$ cat src/rtl/instruction_prefetch_unit.sv
// Instruction prefetch unit: decoupled fetch front end for the turtle core.
// Issues in-order pipelined requests to an instruction memory of arbitrary
// latency. Returned instructions are buffered with their PC in a small queue.
// A valid/ready handshake presents them to the decoder.
// A redirect flushes the queue and discards responses that are still in flight.
// Optional build macro: PREFETCH_PERF_COUNTERS_EN. It adds the saturating
// counters perf_stall_cycles and perf_killed_rsp.
module instruction_prefetch_unit #(
    parameter int unsigned          I_ADDR_W        = 12,
    parameter int unsigned          INST_W          = 16,
    parameter int unsigned          INST_W_BYTES    = (INST_W + 7) / 8,
    parameter int unsigned          DEPTH           = 4,
    parameter int unsigned          MAX_OUTSTANDING = 2,
    parameter logic [I_ADDR_W-1:0]  RESET_PC        = '0
) (
    input  logic                clk,
    input  logic                rst,
    input  logic                redirect_valid,
    input  logic [I_ADDR_W-1:0] redirect_addr,
    output logic                mem_req_valid,
    input  logic                mem_req_ready,
    output logic [I_ADDR_W-1:0] mem_req_addr,
    input  logic                mem_rsp_valid,
    input  logic [INST_W-1:0]   mem_rsp_data,
    output logic                inst_valid,
    input  logic                inst_ready,
    output logic [INST_W-1:0]   inst_data,
    output logic [I_ADDR_W-1:0] inst_pc
`ifdef PREFETCH_PERF_COUNTERS_EN
    ,
    output logic [31:0]         perf_stall_cycles,
    output logic [31:0]         perf_killed_rsp
`endif
);

    // Widths of the queue pointers and of the occupancy counters.
    localparam int unsigned PTR_W = $clog2(DEPTH);
    localparam int unsigned CNT_W = $clog2(DEPTH + 1);
    localparam int unsigned OUT_W = $clog2(MAX_OUTSTANDING + 1);
    // count + outstanding + kill can reach DEPTH + 2*MAX_OUTSTANDING <= 3*DEPTH.
    localparam int unsigned SUM_W = CNT_W + 2;

    localparam logic [I_ADDR_W-1:0] ADDR_STEP  = I_ADDR_W'(INST_W_BYTES);
    localparam logic [I_ADDR_W-1:0] ALIGN_MASK = ~(I_ADDR_W'(INST_W_BYTES - 1));

    // Architectural fetch state.
    logic [I_ADDR_W-1:0] fetch_pc;
    logic [I_ADDR_W-1:0] rsp_pc;

    // Instruction queue storage and bookkeeping.
    logic [INST_W-1:0]   data_mem [DEPTH];
    logic [I_ADDR_W-1:0] pc_mem   [DEPTH];
    logic [PTR_W-1:0]    rd_ptr;
    logic [PTR_W-1:0]    wr_ptr;
    logic [CNT_W-1:0]    count;

    // Requests accepted by memory but not yet answered, and how many of
    // those belong to a flushed stream and must be thrown away on return.
    logic [OUT_W-1:0]    outstanding;
    logic [OUT_W-1:0]    kill;

    // Per-cycle control decisions.
    logic [SUM_W-1:0]    credit_sum;
    logic                issue_ok;
    logic                req_fire;
    logic                rsp_drop;
    logic                push;
    logic                pop;
    logic [OUT_W-1:0]    outstanding_nxt;
    logic [I_ADDR_W-1:0] redirect_aligned;

    // Issue, drop and queue handshake decisions for the current cycle.
    always_comb begin
        credit_sum = SUM_W'(count) + SUM_W'(outstanding) + SUM_W'(kill);
        // A queue slot is reserved for every request in flight. Responses
        // that will be killed also hold a slot. So a response can always be
        // pushed, and memory never needs back-pressure.
        issue_ok = !rst && !redirect_valid
                   && (outstanding < OUT_W'(MAX_OUTSTANDING))
                   && (credit_sum < SUM_W'(DEPTH));
        req_fire = issue_ok && mem_req_ready;
        // A response is dropped if it belongs to a killed stream, or if it
        // arrives in the same cycle as a redirect.
        rsp_drop = mem_rsp_valid && ((kill != '0) || redirect_valid);
        push     = mem_rsp_valid && (kill == '0) && !redirect_valid;
        pop      = inst_valid && inst_ready;
        outstanding_nxt  = outstanding + OUT_W'(req_fire) - OUT_W'(mem_rsp_valid);
        redirect_aligned = redirect_addr & ALIGN_MASK;
    end

    // Drive the memory request channel and the decoder channel.
    always_comb begin
        mem_req_valid = issue_ok;
        mem_req_addr  = fetch_pc;
        inst_valid    = !rst && (count != '0);
        inst_data     = data_mem[rd_ptr];
        inst_pc       = pc_mem[rd_ptr];
    end

    // Fetch address, response address, pointers and credit counters.
    always_ff @(posedge clk) begin
        if (rst) begin
            fetch_pc    <= RESET_PC;
            rsp_pc      <= RESET_PC;
            rd_ptr      <= '0;
            wr_ptr      <= '0;
            count       <= '0;
            outstanding <= '0;
            kill        <= '0;
        end else if (redirect_valid) begin
            // Any pop in this cycle is absorbed by the flush. Every request
            // still in flight after this cycle's response is marked for kill.
            fetch_pc    <= redirect_aligned;
            rsp_pc      <= redirect_aligned;
            rd_ptr      <= '0;
            wr_ptr      <= '0;
            count       <= '0;
            outstanding <= outstanding_nxt;
            kill        <= outstanding_nxt;
        end else begin
            if (req_fire) begin
                fetch_pc <= fetch_pc + ADDR_STEP;
            end
            outstanding <= outstanding_nxt;
            if (rsp_drop) begin
                kill <= kill - OUT_W'(1);
            end
            if (push) begin
                rsp_pc <= rsp_pc + ADDR_STEP;
                wr_ptr <= wr_ptr + PTR_W'(1);
            end
            if (pop) begin
                rd_ptr <= rd_ptr + PTR_W'(1);
            end
            count <= count + CNT_W'(push) - CNT_W'(pop);
        end
    end

    // Queue storage: write the accepted response at the tail.
    always_ff @(posedge clk) begin
        if (rst) begin
            for (int unsigned i = 0; i < DEPTH; i++) begin
                data_mem[i] <= '0;
                pc_mem[i]   <= '0;
            end
        end else if (push) begin
            data_mem[wr_ptr] <= mem_rsp_data;
            pc_mem[wr_ptr]   <= rsp_pc;
        end
    end

`ifdef PREFETCH_PERF_COUNTERS_EN
    // Saturating counters: decoder starvation cycles and discarded responses.
    always_ff @(posedge clk) begin
        if (rst) begin
            perf_stall_cycles <= '0;
            perf_killed_rsp   <= '0;
        end else begin
            if (!inst_valid && (perf_stall_cycles != '1)) begin
                perf_stall_cycles <= perf_stall_cycles + 32'd1;
            end
            if (rsp_drop && (perf_killed_rsp != '1)) begin
                perf_killed_rsp <= perf_killed_rsp + 32'd1;
            end
        end
    end
`endif

endmodule

$ cat config.mk
export PLATFORM = sky130hd
export DESIGN_NAME = instruction_prefetch_unit
export DESIGN_NICKNAME = d
export VERILOG_FILES = /design/src/rtl/instruction_prefetch_unit.sv
export SDC_FILE = /design/constraint.sdc
export NUM_CORES = 1
export LEC_CHECK = 0
export CAP_MARGIN = 20
export CORE_UTILIZATION = 56
export CTS_CLUSTER_SIZE = 10
export DETAILED_ROUTE_END_ITERATION = 10
export HOLD_SLACK_MARGIN = 0.08
export PLACE_DENSITY = 0.8
export SYNTH_ARGS = -nofsm -noshare
export SYNTH_HDL_FRONTEND = slang
export SYNTH_SLANG_ARGS = --single-unit
$ cat constraint.sdc
create_clock -name clk -period 5.2 [get_ports clk]
set_input_delay 1.56 -clock clk [delete_from_list [all_inputs] [get_ports clk]]
set_output_delay 1.56 -clock clk [all_outputs]
set_load 0.1 [all_outputs]
==> results.sh <==
export IMPL_status="finished clean"
export IMPL_initial_core_util_pct=57.3
export IMPL_ys_types=45
export IMPL_power_internal_w=0.00223
export IMPL_finalCritPeriodShare_pct=86.2
export IMPL_arrival_ns=2.92
export IMPL_avgSynthCellArea_um2=13.2
export IMPL_fillers=817
export IMPL_final_common_cell="edfxtp_1"
export IMPL_finalWorstSetupSlack_ns=0.718
export IMPL_skew_ns=0.00996
export IMPL_power_share_sequential_pct=44.2
export IMPL_cp_common_cell="fa_1"
export IMPL_path_cells="inv_1, fa_1, or2_2, fa_1, nand4bb_1, nor2_1, buf_12"
export IMPL_setup_viol=0
export IMPL_critPathLaunchType="register"
export IMPL_grt_pass1_vias=4216
export IMPL_hold_viol=0
export IMPL_num_antenna_cells=0
export IMPL_synthCells=492
export IMPL_power_net_switching_w=0.000794
export IMPL_cts_tree="done"
export IMPL_core_area_mm2=0.0114
export IMPL_critPathRequiredTime_ns=3.64
export IMPL_io_pins=76
export IMPL_nets=614
export IMPL_cts_htree_levels=4
export IMPL_rsz0062_at_grt="no"
export IMPL_dp_hpwl_mm=8.26
export IMPL_die_w_um=110
export IMPL_r2r_start="count[1]"
export IMPL_ys_ff_latch=143
export IMPL_power_density_mw_per_mm2=380
export IMPL_dieArea_mm2=0.0121
export IMPL_drive_above_1_share_pct=17.7
export IMPL_crit_family="adder cells"
export IMPL_dr_total_vias=4129
export IMPL_wl_per_cell_um=17.9
export IMPL_ir_drop_mv=0.347
export IMPL_clkTransAtPathRegs_ns=0.05
export IMPL_pre_cts_slack_ns=0.813
export IMPL_cp_slowest_cell="fa_1"
export IMPL_antenna_found_initial=0
export IMPL_critPathMaxStageDelay_ns=0.52
export IMPL_seq_area_mm2=0.00395
export IMPL_pwr_share_comb_pct=15.5
export IMPL_synth_edf_count=108
export IMPL_gr_total_overflow=0
export IMPL_post_cts_buffers=0
export IMPL_dr_pass1_iters=5
export IMPL_gp_congestion=0.790
export IMPL_numCtsBuffers=17
export IMPL_cap_violations=0
export IMPL_port_buffer_count=72
export IMPL_tns_ns=0
export IMPL_clk_latency_ns=0.42
export IMPL_worst_pin_slew_ns=0.983
export IMPL_grt_pass1_wl_mm=20.5
export IMPL_cp_startpoint="count[1]"
export IMPL_crit_buf_inv=2
export IMPL_drc_errors=0
export IMPL_ys_warn_count=0
export IMPL_post_cts_resize_count=0
export IMPL_netlist_area_leader_share_pct=49.8
export IMPL_multiInputGateArea_mm2=0.00242
export IMPL_ctsHoldBuffers=0
export IMPL_drtIter0Drc=297
export IMPL_globalRouteTotalUtil_pct=23.4
export IMPL_grt_max_degree=31
export IMPL_rows=39
export IMPL_timing_fmax_ghz=0.223
export IMPL_drt_total_wl_mm=13.0
export IMPL_p_leak_nw=2.90
export IMPL_slew_headroom_pct=34.2
export IMPL_pwr_share_clk_pct=40.3
export IMPL_cts_sinks=143
export IMPL_worstSetupEndpointType="output pin"
export IMPL_synth_ff_type="edfxtp_1"
export IMPL_hp_start="mem_req_addr[9]"
export IMPL_via_per_inst=5.70
export IMPL_clockBufferDepth=2
export IMPL_area_growth_pct=22.2
export IMPL_path_max_fanout=6
export IMPL_root_buffer="clkbuf_16"
export IMPL_hp_class="reg -> reg"
export IMPL_synth_area_leader_cell="edfxtp_1"
export IMPL_synth_area_mm2=0.00651
export IMPL_synth_top_cells_by_area="edfxtp_1 (50%), dfxtp_1 (11%), and2_1 (9.5%)"
export IMPL_final_min_clock_period_ns=4.48
export IMPL_finalMaxSlewViolations=0
export IMPL_hold_ws_ns=0.537
export IMPL_synthArstFlopShare_pct=0
export IMPL_mostFrequentLayoutCells="edfxtp_1 (108), and2_1 (99), clkdlybuf4s50_1 (43), buf_4 (39), dfxtp_1 (34)"
export IMPL_antenna_left=0
export IMPL_ys_seq_area_share_pct=60.6
export IMPL_power_share_switching_pct=26.3
export IMPL_setup_worst_path_class="reg -> out"
export IMPL_die_y_um=110
-- per-stage QoR --
step	instances	util (%)	area, µm²	total power, W
after floorplan	493	-	6510	0.00170
after global placement	693	64.8	7370	0.00181
after detailed placement	693	64.8	7370	0.00183
after CTS	724	69.9	7950	0.00304
after global routing	724	69.9	7950	0.00313
final	724	69.9	7950	0.00302
-- worst register-to-register path: stages, from the launching register on --
cell and delay [ns]:
dfxtp_1 0.36, inv_1 0.11, fa_1 0.47, or2_2 0.31, fa_1 0.52, and4b_1 0.26, and2_4 0.18, inv_2 0.06
ha_1 0.27, inv_1 0.04, ha_1 0.17, xnor2_1 0.15, nor2_1 0.08, a22o_1 0.25
-- Yosys cell counts (4+ instances only) --
master and count:
edfxtp_1 108, nor2_1 28, ha_1 8, o211ai_1 5, a31oi_1 10, nand2b_1 4, or3_1 6, and2_1 99
a21oi_1 8, a211oi_1 6, nor4_1 4, nand3_1 9, nor3_1 10, mux4_2 27, buf_2 5, nand2_1 23
dfxtp_1 35, xnor2_1 13, clkbuf_1 20, o21ai_0 8, inv_1 15
-- final timing paths --
| check | endpoint | slack (ns) | cells after the start |
|---|---|---|---|
| worst max-delay path | mem_req_valid | 0.72 | 7 |
| worst min-delay path | mem_req_addr[9] | 0.54 | 1 |
| worst min register to register | mem_req_addr[9] | 0.54 | 1 |
| worst max register to register | kill[1] | 1.88 | 13 |
-- sequential cells by signal, summed over array words and instances, names as in the netlist, named ones only --
name / cells
data_mem: 64
pc_mem: 44
mem_req_addr: 11
rsp_pc: 11
count: 3
kill: 2
outstanding: 2
rd_ptr: 2
wr_ptr: 2
-- per-layer routing --
metal | up-vias | GRT usage [%] | wire [µm]
met5 | - | 0 | 0
met4 | 0 | 10.8 | 224
met3 | 26 | 6.82 | 745
met2 | 136 | 39.5 | 6660
met1 | 2018 | 27.5 | 5360
li1 | 1949 | - | -
-- cell families (layout without fill, tap and decap cells) --
kind of cell	after synthesis	in the layout	synth area share, %
AND/OR/NAND/NOR	201	201	17.5
XOR/XNOR	16	16	2.15
flip-flops	143	143	60.6
other	1	2	0.0576
buffers and inverters	43	131	2.69
AO/OA/AOI/OAI	48	48	4.88
adder cells (fa/ha/maj)	11	11	2.46
multiplexers	29	29	9.65
-- cell type report --
type | instances | share of cell area, %
clock buffer | 22 | 5.59
tap | 143 | 2.25
inverter | 16 | 0.755
timing repair buffer | 84 | 9.60
sequential | 143 | 49.6
multi-input combinational | 307 | 30.4
clock inverter | 9 | 1.78
-- power by group through the flow --
stage                     clock network [W]  logic, W  registers, W
after global routing                0.00128  0.000496       0.00134
after detailed placement                  0  0.000468       0.00136
final                               0.00122  0.000467       0.00134
after CTS                           0.00123  0.000471       0.00134
after global placement                    0  0.000462       0.00135
after floorplan                           0  0.000312       0.00138
Note: power is estimated with default switching activity, not from simulation.
